[config.mk]
export PLATFORM = sky130hd
export DESIGN_NAME = qam_demap_sequencer
export DESIGN_NICKNAME = d
export VERILOG_FILES = /design/src/rtl/qam_pkg.sv /design/src/rtl/qam_offset_acc.sv /design/src/rtl/qam_demap_sequencer.sv
export SDC_FILE = /design/constraint.sdc
export NUM_CORES = 1
export LEC_CHECK = 0
export BUFFER_PORTS_ARGS = -buffer_cell sky130_fd_sc_hd__buf_2
export CORE_MARGIN = 2
export CORE_UTILIZATION = 40
export CTS_BUF_LIST = sky130_fd_sc_hd__clkbuf_4 sky130_fd_sc_hd__clkbuf_8
export CTS_CLUSTER_DIAMETER = 100
export DETAILED_ROUTE_END_ITERATION = 12
export HOLD_SLACK_MARGIN = 0.1
export SLEW_MARGIN = 25
export SYNTH_ARGS = -nofsm -noshare
export SYNTH_HDL_FRONTEND = slang
export SYNTH_SLANG_ARGS = --single-unit
[constraint.sdc]
create_clock -name symbol_clock -period 1.9 [get_ports symbol_clock]
set_input_delay 0.095 -clock symbol_clock [delete_from_list [all_inputs] [get_ports symbol_clock]]
set_output_delay 0.095 -clock symbol_clock [all_outputs]
set_load 0.01 [all_outputs]
[src/rtl/qam_pkg.sv]
// Shared types and constants for the QAM demap sequencer.
package qam_pkg;

  localparam int SHIFT_BITS           = 4;
  localparam int CAL_LEN_LOG2_DEFAULT = 4;

  typedef enum logic [2:0] {
    IDLE      = 3'd0,
    CAL_ACC   = 3'd1,
    CAL_LATCH = 3'd2,
    LATCH     = 3'd3,
    SHIFT     = 3'd4
  } qam_state_e;

endpackage

[src/rtl/qam_offset_acc.sv]
// I/Q calibration accumulators with a shared sample counter.
// The next-state sums are exported so the offsets can be latched alongside the strobe.
module qam_offset_acc #(
  parameter  int CAL_LEN_LOG2 = 4,
  localparam int AW = 8 + CAL_LEN_LOG2,
  localparam int CW = CAL_LEN_LOG2 + 1
) (
  input  logic                 symbol_clock,
  input  logic                 rst,
  input  logic                 clear_i,
  input  logic                 add_i,
  input  logic signed [7:0]    i_sample_i,
  input  logic signed [7:0]    q_sample_i,
  output logic signed [AW-1:0] i_acc_next_o,
  output logic signed [AW-1:0] q_acc_next_o,
  output logic [CW-1:0]        count_o
);

  logic signed [AW-1:0] i_acc_q, i_acc_d;
  logic signed [AW-1:0] q_acc_q, q_acc_d;
  logic [CW-1:0]        cnt_q, cnt_d;
  logic signed [AW-1:0] i_ext, q_ext;

  assign i_ext = {{CAL_LEN_LOG2{i_sample_i[7]}}, i_sample_i};
  assign q_ext = {{CAL_LEN_LOG2{q_sample_i[7]}}, q_sample_i};

  // A clear that coincides with a sample starts the new run with that sample.
  always_comb begin
    i_acc_d = i_acc_q;
    q_acc_d = q_acc_q;
    cnt_d   = cnt_q;
    if (clear_i) begin
      i_acc_d = add_i ? i_ext : '0;
      q_acc_d = add_i ? q_ext : '0;
      cnt_d   = add_i ? CW'(1) : '0;
    end else if (add_i) begin
      i_acc_d = i_acc_q + i_ext;
      q_acc_d = q_acc_q + q_ext;
      cnt_d   = cnt_q + CW'(1);
    end
  end

  always_ff @(posedge symbol_clock) begin
    if (rst) begin
      i_acc_q <= '0;
      q_acc_q <= '0;
      cnt_q   <= '0;
    end else begin
      i_acc_q <= i_acc_d;
      q_acc_q <= q_acc_d;
      cnt_q   <= cnt_d;
    end
  end

  assign i_acc_next_o = i_acc_d;
  assign q_acc_next_o = q_acc_d;
  assign count_o      = cnt_q;

endmodule

[src/rtl/qam_demap_sequencer.sv]
// Sequencer for symbol latch/shift and I/Q origin-offset calibration.
// Define QAM_SEQ_OVERRUN_EN to record symbols dropped while a symbol is in flight.
module qam_demap_sequencer
  import qam_pkg::*;
#(
  parameter int CAL_LEN_LOG2 = CAL_LEN_LOG2_DEFAULT
) (
  input  logic              symbol_clock,
  input  logic              rst,
  input  logic              en_i,
  input  logic              cal_req_i,
  input  logic              sym_valid_i,
  input  logic signed [7:0] i_in_i,
  input  logic signed [7:0] q_in_i,
  output logic              latch_offset_o,
  output logic signed [7:0] i_offset_o,
  output logic signed [7:0] q_offset_o,
  output logic              latch_reg_o,
  output logic              shift_o,
  output logic              busy_o,
  output logic              cal_done_o,
  output logic              overrun_o,
  output logic [2:0]        state_o
);

  localparam int AW = 8 + CAL_LEN_LOG2;
  localparam int CW = CAL_LEN_LOG2 + 1;
  localparam int BW = $clog2(SHIFT_BITS);

  qam_state_e           state_q;
  logic                 pending_q;
  logic [BW-1:0]        bit_cnt_q;
  logic                 latch_offset_q, latch_reg_q, shift_q, busy_q, cal_done_q;
  logic signed [7:0]    i_offset_q, q_offset_q;

  logic                 start_cal, acc_add, cal_last;
  logic signed [AW-1:0] i_acc_next, q_acc_next;
  logic [CW-1:0]        acc_count;

  assign start_cal = (state_q == IDLE) && (cal_req_i || pending_q);
  assign acc_add   = sym_valid_i && (start_cal || (state_q == CAL_ACC));
  assign cal_last  = (state_q == CAL_ACC) && sym_valid_i &&
                     (acc_count == CW'((1 << CAL_LEN_LOG2) - 1));

  qam_offset_acc #(.CAL_LEN_LOG2(CAL_LEN_LOG2)) u_acc (
    .symbol_clock (symbol_clock),
    .rst          (rst),
    .clear_i      (start_cal),
    .add_i        (acc_add),
    .i_sample_i   (i_in_i),
    .q_sample_i   (q_in_i),
    .i_acc_next_o (i_acc_next),
    .q_acc_next_o (q_acc_next),
    .count_o      (acc_count)
  );

  // Strobes are registered against the state being entered, so each one is
  // high exactly while the FSM sits in the matching state.
  always_ff @(posedge symbol_clock) begin
    if (rst) begin
      state_q        <= IDLE;
      pending_q      <= 1'b0;
      bit_cnt_q      <= '0;
      latch_offset_q <= 1'b0;
      latch_reg_q    <= 1'b0;
      shift_q        <= 1'b0;
      busy_q         <= 1'b0;
      cal_done_q     <= 1'b0;
      i_offset_q     <= '0;
      q_offset_q     <= '0;
    end else begin
      latch_offset_q <= 1'b0;
      latch_reg_q    <= 1'b0;
      shift_q        <= 1'b0;
      if (cal_req_i && (state_q != IDLE)) pending_q <= 1'b1;
      case (state_q)
        IDLE: begin
          if (start_cal) begin
            state_q   <= CAL_ACC;
            pending_q <= 1'b0;
            busy_q    <= 1'b1;
          end else if (en_i && sym_valid_i) begin
            state_q     <= LATCH;
            latch_reg_q <= 1'b1;
            busy_q      <= 1'b1;
          end else begin
            busy_q <= 1'b0;
          end
        end
        CAL_ACC: begin
          if (cal_last) begin
            state_q        <= CAL_LATCH;
            latch_offset_q <= 1'b1;
            cal_done_q     <= 1'b1;
            i_offset_q     <= 8'(i_acc_next >>> CAL_LEN_LOG2);
            q_offset_q     <= 8'(q_acc_next >>> CAL_LEN_LOG2);
          end
        end
        CAL_LATCH: begin
          state_q <= IDLE;
          busy_q  <= 1'b0;
        end
        LATCH: begin
          state_q   <= SHIFT;
          bit_cnt_q <= '0;
          shift_q   <= 1'b1;
        end
        SHIFT: begin
          if (bit_cnt_q == BW'(SHIFT_BITS - 1)) begin
            state_q <= IDLE;
            busy_q  <= 1'b0;
          end else begin
            bit_cnt_q <= bit_cnt_q + BW'(1);
            shift_q   <= 1'b1;
          end
        end
        default: begin
          state_q <= IDLE;
          busy_q  <= 1'b0;
        end
      endcase
    end
  end

`ifdef QAM_SEQ_OVERRUN_EN
  logic overrun_q;

  always_ff @(posedge symbol_clock) begin
    if (rst) begin
      overrun_q <= 1'b0;
    end else if (start_cal) begin
      overrun_q <= 1'b0;
    end else if (en_i && sym_valid_i && ((state_q == LATCH) || (state_q == SHIFT))) begin
      overrun_q <= 1'b1;
    end
  end

  assign overrun_o = overrun_q;
`else
  assign overrun_o = 1'b0;
`endif

  assign latch_offset_o = latch_offset_q;
  assign latch_reg_o    = latch_reg_q;
  assign shift_o        = shift_q;
  assign busy_o         = busy_q;
  assign cal_done_o     = cal_done_q;
  assign i_offset_o     = i_offset_q;
  assign q_offset_o     = q_offset_q;
  assign state_o        = state_q;

endmodule

Word level (Yosys, flattened, before mapping)
Cells that the tools add are included.
W data, S select, Z words.
Cells by class
  add/sub/neg operators: 4
  equality and inequality tests: 9
  multiplexer cells: 26
  bitwise operators: 3
  reduce and logical (&&, ||, !) cells: 19
Operators with widths (count)
  $mux W12: 6
  $add A12 B8 Y12: 2
  $mux W3: 4
  $pmux W3 S4: 1
  $mux W5: 2
  $mux W1: 9
  $logic_and A1 B1 Y1: 6
  $ne A2 B2 Y1 const B: 3
  $reduce_and A2 Y1: 3
  $add A5 B1 Y5 const B: 1
  $eq A5 B4 Y1 const B: 1
  $pmux W2 S2: 1
  $reduce_bool A2 Y1: 2
  $reduce_or A2 Y1: 2
  $eq A3 B1 Y1 const B: 1
  $eq A3 B2 Y1 const B: 1
  $eq A3 B3 Y1 const B: 1
  $logic_not A3 Y1: 1
  $ne A3 B2 Y1 const B: 1
  $not A1 Y1: 3
  $pmux W1 S3: 1
  $reduce_and A3 Y1: 1
  $reduce_bool A3 Y1: 1
  $reduce_or A3 Y1: 1
  5 further kinds: 6
Word-level totals
  bits in registers: 56

Logic depth before layout (Yosys ltp)
  depth after elaboration: 6
  depth in mapped cells: 9
  gate-level depth less buffers: 8

Modules after synthesis
A second synthesis with hierarchy kept.
Unflattened totals
  cell total of the unflattened synthesis: 408
  area total of the unflattened synthesis: 3513.4 um^2
By module, submodules not included
  qam_offset_acc: times used 1, cells each 286, area each 2282.2 um^2
  qam_demap_sequencer: times used 1, cells each 122, area each 1231.2 um^2

Worst setup path before layout
Ideal clock, no wire load.
  path kind: register to register
  start: register u_acc.i_acc_q[0]
  end: register u_acc.i_acc_q[8]
  arrival: 1.810 ns
  path slack: -0.030 ns
  cell stages (with the launch flop): 8
  buffers on the path: 0
  cells stage by stage: dfxtp_1 -> ha_1 -> fa_1 -> a21oi_2 -> o21ai_2 -> a31oi_1 -> mux2i_1 -> a211o_1
On the way
  cells in the longest elaborated chain, start to end: 3
RTL lines
  start: declaration: RTL line qam_offset_acc.sv:19  | logic signed [AW-1:0] i_acc_q, i_acc_d;
  start signal: assignment: RTL line qam_offset_acc.sv:49  | i_acc_q <= i_acc_d;
  $add A12 B8 Y12: RTL line qam_offset_acc.sv:37  | i_acc_d = i_acc_q + i_ext;
  $mux W12: RTL line qam_offset_acc.sv:36  | end else if (add_i) begin
  $mux W12: RTL line qam_offset_acc.sv:32  | if (clear_i) begin
No other way between the ends. The select of a mux whose other input is x is not followed.
A chain may end at the register's enable or synchronous reset.

Worst setup path after layout
  start: register u_acc.q_acc_q[0]
  end: register u_acc.q_acc_q[10]
On the way
  cells in the longest elaborated chain, start to end: 3
RTL lines
  start: declaration: RTL line qam_offset_acc.sv:20  | logic signed [AW-1:0] q_acc_q, q_acc_d;
  start signal: assignment: RTL line qam_offset_acc.sv:50  | q_acc_q <= q_acc_d;
  $add A12 B8 Y12: RTL line qam_offset_acc.sv:38  | q_acc_d = q_acc_q + q_ext;
  $mux W12: RTL line qam_offset_acc.sv:36
  $mux W12: RTL line qam_offset_acc.sv:32
No other way between the ends. The select of a mux whose other input is x is not followed.

==> key figures <==
Placement
  • RePlAce Congestion: ~0.9
  • Dpl ws: -178 ps
  • # port buffers: between 40 and 50
  • Post-DP HPWL: 6.20 mm
  • Placed cell count: 552

Clock tree
  • Clock buffer depth: 2
  • CTS tree: yes
  • Worst-Skew Late Latency: slightly above 300 ps
  • Root buf cell: clkbuf_8
  • H-tree depth reported by CTS: 2
  • Reg clk slew, reported paths: 100 ps
  • Num CTS Buffers: 5
  • Clock tree sinks: between 50 and 60

Synth
  • Post-Synthesis Net Count: approximately 450
  • EDFF count, synth: 0
  • Ys async rst share: 0%
  • Syn Inst Count: 398
  • Sequential fraction of the synthesis area: 33.6%
  • Synth Flop Type: dfxtp_1
  • Yosys warns: 0
  • Unique cell type count in the Yosys netlist: 55
  • Post-Syn Area: around 0.0033 mm^2
  • #FFs+latches synth: 56
  • Post-Syn Area per Cell: roughly 8.4 um^2

Timing
  • Final critical-path required period: around 1900 ps
  • Max Clk Rate: around 520 MHz
  • Worst setup margin: -6.58 ps
  • Crit share post-route: 100%
  • Final setup fails: 1
  • Hold Violations, Final: 0
  • RSZ-0062 raised after global routing: yes
  • Slew @ Worst Pin: approximately 560 ps
  • Slew Limit Headroom: 62.1%
  • Slew Viols, Final: 0
  • Worst Clk Skew: 6.32 ps

Detailed routing
  • Residual DRC: 0
  • Routed wire length: between 8 and 9 mm
  • Post-DRT Antenna Nets: 0
  • DR pass1 iterations: 4
  • Routed length per placed instance: about 15 um
  • Vias per inst: approximately 5.4
  • Drt first-iter violations: around 110
  • Via count: approximately 3,100

Critical path
  • Setup crit end kind: flop
  • CP required: between 2000 and 2500 ps
  • Crit start category: flop
  • Critical path endpoint: u_acc.q_acc_q[10]
  • Reg2Reg Launch Point: u_acc.q_acc_q[0]
  • FF-to-FF path depth: 7
  • Critical path fanouts, max: 3
  • CP Class: reg -> reg
  • Reg2reg end: u_acc.q_acc_q[10]
  • Crit path from: u_acc.q_acc_q[0]
  • Reg2reg setup slack: -7 ps
  • CP arrival: 2110 ps

Global routing
  • Pin count of the biggest net entering global routing: 30
  • GR Util met3: about 2.9%
  • Total Routing Usage GR: between 10% and 20%
  • Grt peak-use layer: met2
  • Initial antenna violation count: 0
  • GR Layer Usage met2: between 30% and 40%
  • First-pass GRT wire length: about 14 mm
  • Grt ovf: 0
  • Met1 Usage GRT: between 20% and 30%
  • Number of global-route vias before repair: 2,950

Final layout
  • P&R area growth vs syn: 26.4%
  • Commonest non-fill, non-tap cells in the layout: 50 x dfxtp_1, 44 x a21oi_1, 43 x buf_2, 42 x nor2_1, 38 x nand2_1
  • Non-Filler Instances: about 570
  • Layout Nets: 513
  • # diodes: 0
  • Most common cell after layout, fill and taps aside: dfxtp_1
  • Ratio of cells with drive above 1 in the final layout: roughly 29%

Floorplanning
  • Row Count: 33
  • Die Wd: 95.3 um
  • Core area: 0.00813 mm^2
  • Num ports: 46
  • Die Y: approximately 95 um
  • Die area: ~0.0091 mm^2
  • Initial Util: about two fifths

Pwr
  • Sequential share of power: a little over two fifths
  • Gate power share: between 30% and 40%
  • P per Cell Area: just over 700 mW/mm^2
  • Power Internal: around 2000 uW
  • Clock Power Share: 23.5%
  • Leak pwr: around 0.0018 uW
  • Switch share: between 30% and 40%
  • Tot Pwr: 3060 uW
  • Switching pwr: roughly 1000 uW
  • Peak supply drop: 0.359 mV

Flow run
  • Total of max-cap violations: 0

Min path
  • Worst Min Path Start: q_in_i[4]
  • Hold WC Path Type: in -> reg

Run status
  • Failing checks: negative setup slack
  • Run status: complete, but fails checks
==> power groups by stage <==
stage	Clock, uW	Combinational [uW]	Sequential (uW)
after floorplan	0	649	1310
after global placement	0	862	1320
after detailed placement	0	879	1320
after CTS	748	927	1300
after global routing	796	1150	1310
final	718	1040	1300
==> registers in the layout, summed over array words and instances (netlist names), 2 cells and up <==
signal,count
bit_cnt_q,2
i_offset_o,8
q_offset_o,8
state_o,3
u_acc.count_o,5
u_acc.i_acc_q,12
u_acc.q_acc_q,12
==> how the worst min path moves through the flow <==
stage,cells past startpoint,endpoint,slack [ps]
floorplan,1,latch_offset_o,190
detailed placement,3,u_acc.q_acc_q[8],380
global placement,3,u_acc.q_acc_q[8],370
finish,3,u_acc.q_acc_q[4],120
CTS,3,u_acc.q_acc_q[4],110
global route,2,u_acc.q_acc_q[6],160
==> cells by family after synthesis <==
group	share of synthesized area, %
simple gates	18.7
flops	33.6
compound gates	25.0
mux	1.20
buf+inv	5.26
other cells	0.113
xor+xnor	5.52
fa+ha+maj	10.6
==> per-stage QoR <==
stage / area [um^2] / utilization (%) / hold WS, ps / setup TNS [ps]
after floorplan: 3340 / - / 190 / 0
after global placement: 3780 / 46.5 / 369 / -441
after detailed placement: 3780 / 46.5 / 381 / -603
after CTS: 4010 / 49.3 / 109 / -5.60
after global routing: 4210 / 51.8 / 157 / -310
final: 4210 / 51.8 / 119 / -6.58
==> synthesized netlist by cell type (8+ instances only) <==
cell | number | area share, %
buf_2 | 8 | 1.2
o21ai_0 | 14 | 2.1
nand3_1 | 8 | 1.2
a211oi_1 | 10 | 2.3
xnor2_1 | 14 | 3.7
nor3_1 | 13 | 2.0
o21ai_1 | 8 | 1.2
nand2_1 | 40 | 4.5
nor2_1 | 42 | 4.7
ha_1 | 25 | 9.4
a21oi_1 | 47 | 7.1
dfxtp_1 | 56 | 34
inv_1 | 9 | 1.0
==> area by class of cell <==
cell class	count	area [um^2]
Fill cell	800	3920
Timing Repair Buffer	84	556
Multi-Input combinational cell	309	2270
Clock buffer	8	97.6
Sequential cell	56	1130
Tap cell	105	131
Inverter	9	33.8
==> worst max-delay path, stage by stage (launching register included) <==
cell and delay, ps:
dfxtp_2 350, ha_4 160, fa_2 380, a21oi_4 200, o22ai_2 100, a221oi_2 260, xnor2_1 120, o221a_2 230
==> what timing repair did <==
action | CTS | global route
gates resized for setup | 11 | 35
hold endpoints to repair | 7 | 0
gates cloned | 0 | 0
hold buffers | 7 | 0
pin swaps | 4 | 16
setup buffers | 0 | 5
setup endpoints to repair | 11 | 27
==> routing by layer <==
layer / vias up / wire length (um)
li1: 1574 / -
met1: 1477 / 4130
met2: 43 / 4140
met3: 6 / 226
met4: 0 / 73
met5: - / 0
No activity file was read; power rests on OpenSTA's default activity.
